## src/rtl/exp_align_pkg.sv

```systemverilog
// Shared types and helpers for the exponent-alignment pipeline.
package exp_align_pkg;

  localparam int EXP_W  = 11;  // default exponent width
  localparam int CALC_W = 32;  // working width of the shift helper; covers any legal WIDTH

  typedef logic [EXP_W-1:0] exp_t;

  // Number of first-level max groups.
  function automatic int grp_cnt(input int lanes, input int group);
    return lanes / group;
  endfunction

  // Alignment distance clamped to sat_v; result is {sat_flag, shift}.
  // The caller guarantees max_e >= exp_e, so the difference is never negative.
  function automatic logic [CALC_W:0] sat_shift(input logic [CALC_W-1:0] max_e,
                                                input logic [CALC_W-1:0] exp_e,
                                                input logic [CALC_W-1:0] sat_v);
    logic [CALC_W-1:0] d;
    d = max_e - exp_e;
    if (d > sat_v) return {1'b1, sat_v};
    else           return {1'b0, d};
  endfunction

endpackage

```

## src/rtl/exp_align_pipe_group_max.sv

```systemverilog
// Combinational masked maximum over N exponents; masked entries contribute 0.
module exp_group_max #(
  parameter int WIDTH = 11,
  parameter int N     = 4
) (
  input  logic [N*WIDTH-1:0] exp_vec,
  input  logic [N-1:0]       mask,
  output logic [WIDTH-1:0]   max_exp,
  output logic               any_valid
);

  // Linear scan; ties need no priority since only the value is reported.
  // NOTE: every output of a combinational block gets a default first so no latch is inferred.
  always_comb begin
    max_exp   = '0;
    any_valid = 1'b0;
    for (int i = 0; i < N; i++) begin
      if (mask[i]) begin
        any_valid = 1'b1;
        if (exp_vec[i*WIDTH +: WIDTH] > max_exp) max_exp = exp_vec[i*WIDTH +: WIDTH];
      end
    end
  end

endmodule

```

## src/rtl/exp_align_pipe.sv

```systemverilog
// Two-stage exponent-alignment pipeline: stage 1 registers inputs and group
// maxima, stage 2 reduces to the global max and registers per-lane shifts.
module exp_align_pipe
  import exp_align_pkg::*;
#(
  parameter int WIDTH     = EXP_W,
  parameter int LANES     = 16,
  parameter int GROUP     = 4,
  parameter int SHIFT_SAT = 31
) (
  input  logic                   clk,
  input  logic                   rst_n,
  input  logic                   in_valid,
  output logic                   in_ready,
  input  logic [LANES*WIDTH-1:0] in_exp,
  input  logic [LANES-1:0]       in_mask,
  output logic                   out_valid,
  input  logic                   out_ready,
  output logic [WIDTH-1:0]       out_exp_max,
  output logic [LANES*WIDTH-1:0] out_shift,
  output logic [LANES-1:0]       out_sat,
  output logic                   out_all_masked
);

  localparam int NG = grp_cnt(LANES, GROUP);

  // Handshake and per-stage valid bits.
  logic v1, v2;
  logic load1, load2, in_xfer;

  assign load2     = !v2 || out_ready;
  assign load1     = !v1 || load2;
  assign in_ready  = load1;  // equals !v1 || !v2 || out_ready
  assign in_xfer   = in_valid && in_ready;
  assign out_valid = v2;

  // Stage 1: group maxima computed from the live input.
  logic [NG*WIDTH-1:0] gmax_d;
  logic [NG-1:0]       gany_d;

  for (genvar g = 0; g < NG; g++) begin : g_grp
    exp_group_max #(.WIDTH(WIDTH), .N(GROUP)) u_grp (
      .exp_vec  (in_exp[g*GROUP*WIDTH +: GROUP*WIDTH]),
      .mask     (in_mask[g*GROUP +: GROUP]),
      .max_exp  (gmax_d[g*WIDTH +: WIDTH]),
      .any_valid(gany_d[g])
    );
  end

  logic [LANES*WIDTH-1:0] s1_exp;
  logic [LANES-1:0]       s1_mask;
  logic [NG*WIDTH-1:0]    s1_gmax;
  logic [NG-1:0]          s1_gany;

  // Stage 1 registers: valid advances on every load, payload only on a real transfer.
  // NOTE: sequential state uses non-blocking assignments so all registers see pre-edge values.
  always_ff @(posedge clk or negedge rst_n) begin
    if (!rst_n) begin
      v1      <= 1'b0;
      // NOTE: payload is reset too; it is a handful of flops, not a memory array, so the cost is trivial.
      s1_exp  <= '0;
      s1_mask <= '0;
      s1_gmax <= '0;
      s1_gany <= '0;
    end else if (load1) begin
      v1 <= in_valid;
      if (in_valid) begin
        s1_exp  <= in_exp;
        s1_mask <= in_mask;
        s1_gmax <= gmax_d;
        s1_gany <= gany_d;
      end
    end
  end

  // Stage 2: global max over group maxima; an empty group reports 0 and is masked out.
  logic [WIDTH-1:0] max_d;
  logic             any_d;

  exp_group_max #(.WIDTH(WIDTH), .N(NG)) u_top (
    .exp_vec  (s1_gmax),
    .mask     (s1_gany),
    .max_exp  (max_d),
    .any_valid(any_d)
  );

  logic [LANES*WIDTH-1:0] shift_d;
  logic [LANES-1:0]       sat_d;

  // Per-lane shift with saturation; masked lanes flush with a full shift and no sat flag.
  always_comb begin
    logic [CALC_W:0] r;
    r       = '0;
    shift_d = '0;
    sat_d   = '0;
    for (int i = 0; i < LANES; i++) begin
      if (s1_mask[i]) begin
        r = sat_shift(CALC_W'(max_d), CALC_W'(s1_exp[i*WIDTH +: WIDTH]), CALC_W'(SHIFT_SAT));
        shift_d[i*WIDTH +: WIDTH] = r[WIDTH-1:0];
        sat_d[i]                  = r[CALC_W];
      end else begin
        shift_d[i*WIDTH +: WIDTH] = WIDTH'(SHIFT_SAT);
      end
    end
  end

  // Stage 2 registers: hold while stalled, payload only when stage 1 holds data.
  always_ff @(posedge clk or negedge rst_n) begin
    if (!rst_n) begin
      v2             <= 1'b0;
      out_exp_max    <= '0;
      out_shift      <= '0;
      out_sat        <= '0;
      out_all_masked <= 1'b0;
    end else if (load2) begin
      v2 <= v1;
      if (v1) begin
        out_exp_max    <= max_d;
        out_shift      <= shift_d;
        out_sat        <= sat_d;
        out_all_masked <= !any_d;
      end
    end
  end

endmodule

```

## config.mk

```make
export PLATFORM = sky130hd
export DESIGN_NAME = exp_align_pipe
export DESIGN_NICKNAME = d
export VERILOG_FILES = /design/src/rtl/exp_align_pkg.sv /design/src/rtl/exp_align_pipe_group_max.sv /design/src/rtl/exp_align_pipe.sv
export SDC_FILE = /design/constraint.sdc
export NUM_CORES = 1
export LEC_CHECK = 0
export CAP_MARGIN = 0
export CORE_MARGIN = 5
export CORE_UTILIZATION = 57
export CTS_CLUSTER_SIZE = 16
export DETAILED_ROUTE_END_ITERATION = 16
export PLACE_DENSITY = 0.89
export SYNTH_ARGS = -nofsm -noshare
export SYNTH_HDL_FRONTEND = slang
export SYNTH_SLANG_ARGS = --single-unit
```

## constraint.sdc

```tcl
create_clock -name clk -period 10.52 [get_ports clk]
set_clock_uncertainty 0.1 [all_clocks]
set_input_delay 1.578 -clock clk [delete_from_list [all_inputs] [get_ports clk]]
set_output_delay 1.578 -clock clk [all_outputs]
set_load 0.02 [all_outputs]
```

==> impl_metrics.yaml <==
critical_path:
  path_max_fanout: 20
  crit_required_ps: 10870
  critPathCaptureType: "register"
  worstPathArrival_ps: 10020
  timing_worst_setup_path_type: "register to register"
  cp_common_cell: "a211oi_1"
  critPathMaxStageDelay_ps: 650
  critPathSlowestCell: "o21a_1"
  cp-start-kind: "register"
finish:
  final_layout_size_suffix_gt1_share_pct: 5.178
  nNetsFinal: 4419
  area_growth_pct: 21.17
  num_antenna_cells: 0
  fin_util_pct: 70.07
  final_cells: 4589
clock_tree:
  post-cts-setup-buffers: 0
  hold_buffers: 0
  clkLatencyLatePin_ps: 610
  cts-root-buf: "clkbuf_16"
  path_clk_slew_ps: 60
  cts_tree: "done"
  cts_max_path_buffers: 3
  htree_levels: 2
  cts.sinks: 446
  cts_inserted_buffers: 49
global_route:
  antenna_found_initial: 1
  grt_max_degree: 198
  grt_first_pass_wirelength_mm: 150.0
  met2_usage_pct: 50.60
  met1_usage_pct: 41.54
  grt_use_total_pct: 31.41
  grt_most_used_layer: "met2"
  grt_use_met3_pct: 5.649
  grt_pass1_vias: 27862
  gr-total-overflow: 0
synth:
  async_reset_ff_share_pct: 100.0
  synth_area_leaders: "dfrtp_1 37%, ha_1 14%, o21ai_0 6.1%"
  syn_area_per_cell_um2: 8.744
  yosysTopAreaCell: "dfrtp_1"
  synth.most_common_cell: "dfrtp_1"
  ys_warn_count: 0
  synth_edf_count: 0
  synth-seq-cells: 446
  synth_nets: 4049
  synth-main-ff-cell: "dfrtp_1"
  synth_top_cells_by_count: "446 x dfrtp_1, 425 x nand2_1, 370 x o21ai_0, 341 x ha_1, 258 x inv_1"
  ys_seq_area_share_pct: 36.51
  syn_area_um2: 30570
  synth_cell_types: 87
  syn_inst: 3496
  synth_top_area_share_pct: 36.51
placed_design:
  io_buffers: 401
  dp_cells: 4503
  routabilityCongestion: 0.9615
  dp_hpwl_mm: 71.32
flow_run:
  cap_violations: 0
status:
  status: "complete, no violations"
sta:
  hold_viol: 0
  worst_hold_slack_ps: 383.1
  period_share_pct: 91.85
  fin_crit_ps: 9663
  worst_slew_pin_slew_ps: 1337
  slew_viol_final: 0
  final-setup-viol-count: 0
  rsz0062_at_grt: "no"
  slew_headroom_pct: 10.11
  finalSetupTns_ps: 0
  max_freq_mhz: 103.5
route:
  viasPerCell: 6.291
  drtPass1Iterations: 8
  ant_nets: 0
  routedWlPerCell_um: 20.92
  drc_errors: 0
  num_vias: 28868
  drt-initial-drc-count: 2595
  drt_wl_total_mm: 96.01
pwr:
  cellPowerDensity_nw_per_um2: 366.1
  power_uw: 13560
  irDropWorstVdd_uv: 218.7
  p_leak_uw: 0.01639
floorplan:
  die_area_um2: 58360
  rows: 84
  die_y_um: 241.6
  io_pins: 402
  design.core.area_um2: 52870
  initial_utilization_pct: 57.82
  chipWidth_um: 241.6
hold_path:
  hp-class: "register to register"
final cells by class:
class	instances	area, um^2
Clock inverter	18	210.2
Inverter	258	968.4
Timing Repair Buffer	442	4352
Tap cell	688	860.8
Clock buffer	68	1430
Multi-Input combinational cell	2669	18060
Fill cell	3934	15830
Sequential cell	446	11160
cell usage in the layout, fill, tap and decap left out, types with 13 or more instances in the layout:
cell type        Yosys  routed
fa_1                16      16
xnor2_1             21      21
o21ai_0            370     361
nor4_1              13      13
nor2_1             215     215
a31oi_1             38      38
o21bai_1            42      42
a41oi_1             18      18
nor2b_1             47      46
o211ai_1            55      55
o31a_1              23      23
nand2b_1            41      41
o21a_1              62      62
mux2i_1             27      27
and2_1             120     118
nand3_1             56      56
nand4_1             25      25
a21oi_1            211     211
mux2_2              23      23
ha_1               341     341
buf_4                0      39
or2_2               15      15
nor3b_1             18      18
dfrtp_1            446     446
o31ai_1             28      25
nand2_1            425     421
inv_1              258     258
a211oi_1            55      55
clkbuf_16            0      51
clkdlybuf4s50_1      0     400
a21o_1              35      35
xor2_1              20      20
nor3_1              65      65
a2bb2oi_1           40      39
report_power, final:
part / switching (uW) / leakage (uW) / internal, uW
Clock: 728 / 0.000796 / 1040
Combinational: 5850 / 0.0102 / 3880
Sequential: 151 / 0.00535 / 1910
state kept, by name (all words and copies together) (netlist names):
register / cells
v1: 1
s1_mask: 16
s1_exp: 176
out_valid: 1
out_shift: 176
out_exp_max: 11
out_all_masked: 1
out_sat: 16
s1_gmax: 44
s1_gany: 4
metal layers:
metal	up-vias	wire length (um)
li1	13322	-
met4	0	5469
met3	345	8114
met1	13744	39030
met2	1457	43390
met5	-	0
through the flow:
step	setup slack, ps	instance area, um^2
2_1_floorplan	1490	30570
3_3_place_gp	947.9	35400
3_5_place_dp	747.4	35400
4_1_cts	697.1	37040
5_1_grt	187.3	37040
6_report	857.4	37040
worst max-delay path: cells and delay by family, from the launching register on:
family / cells / cell delay, ps
AND/OR/NAND/NOR: 11 / 2850
buffers and inverters: 2 / 640
adder cells (fa/ha/maj): 4 / 1050
flip-flops: 1 / 580
AO/OA/AOI/OAI: 17 / 4310
path summary, 6_finish.rpt:
kind	from	end	slack, ps	cells past startpoint
worst min register to register	out_shift[98]	out_shift[98]	380	1
worst max-delay path	s1_gany[0]	out_shift[77]	860	34
worst max register to register	s1_gany[0]	out_shift[77]	860	34
min in group asynchronous	rst_n	out_shift[28]	890	1
max in group asynchronous	rst_n	out_shift[25]	7280	3
worst min-delay path	out_shift[98]	out_shift[98]	380	1
logic make-up after synthesis:
family	Yosys count	synth area share [%]
flops	446	36.51
fa+ha+maj	357	15.00
compound gates	1108	23.30
buf+inv	381	4.686
mux	50	1.731
simple gates	1113	17.60
xor+xnor	41	1.175
what timing repair did:
item,CTS,global route
gates resized for setup,0,2
setup endpoints to repair,0,51
endpoints found under the hold margin,0,0
(Power assumes the default switching activity.)
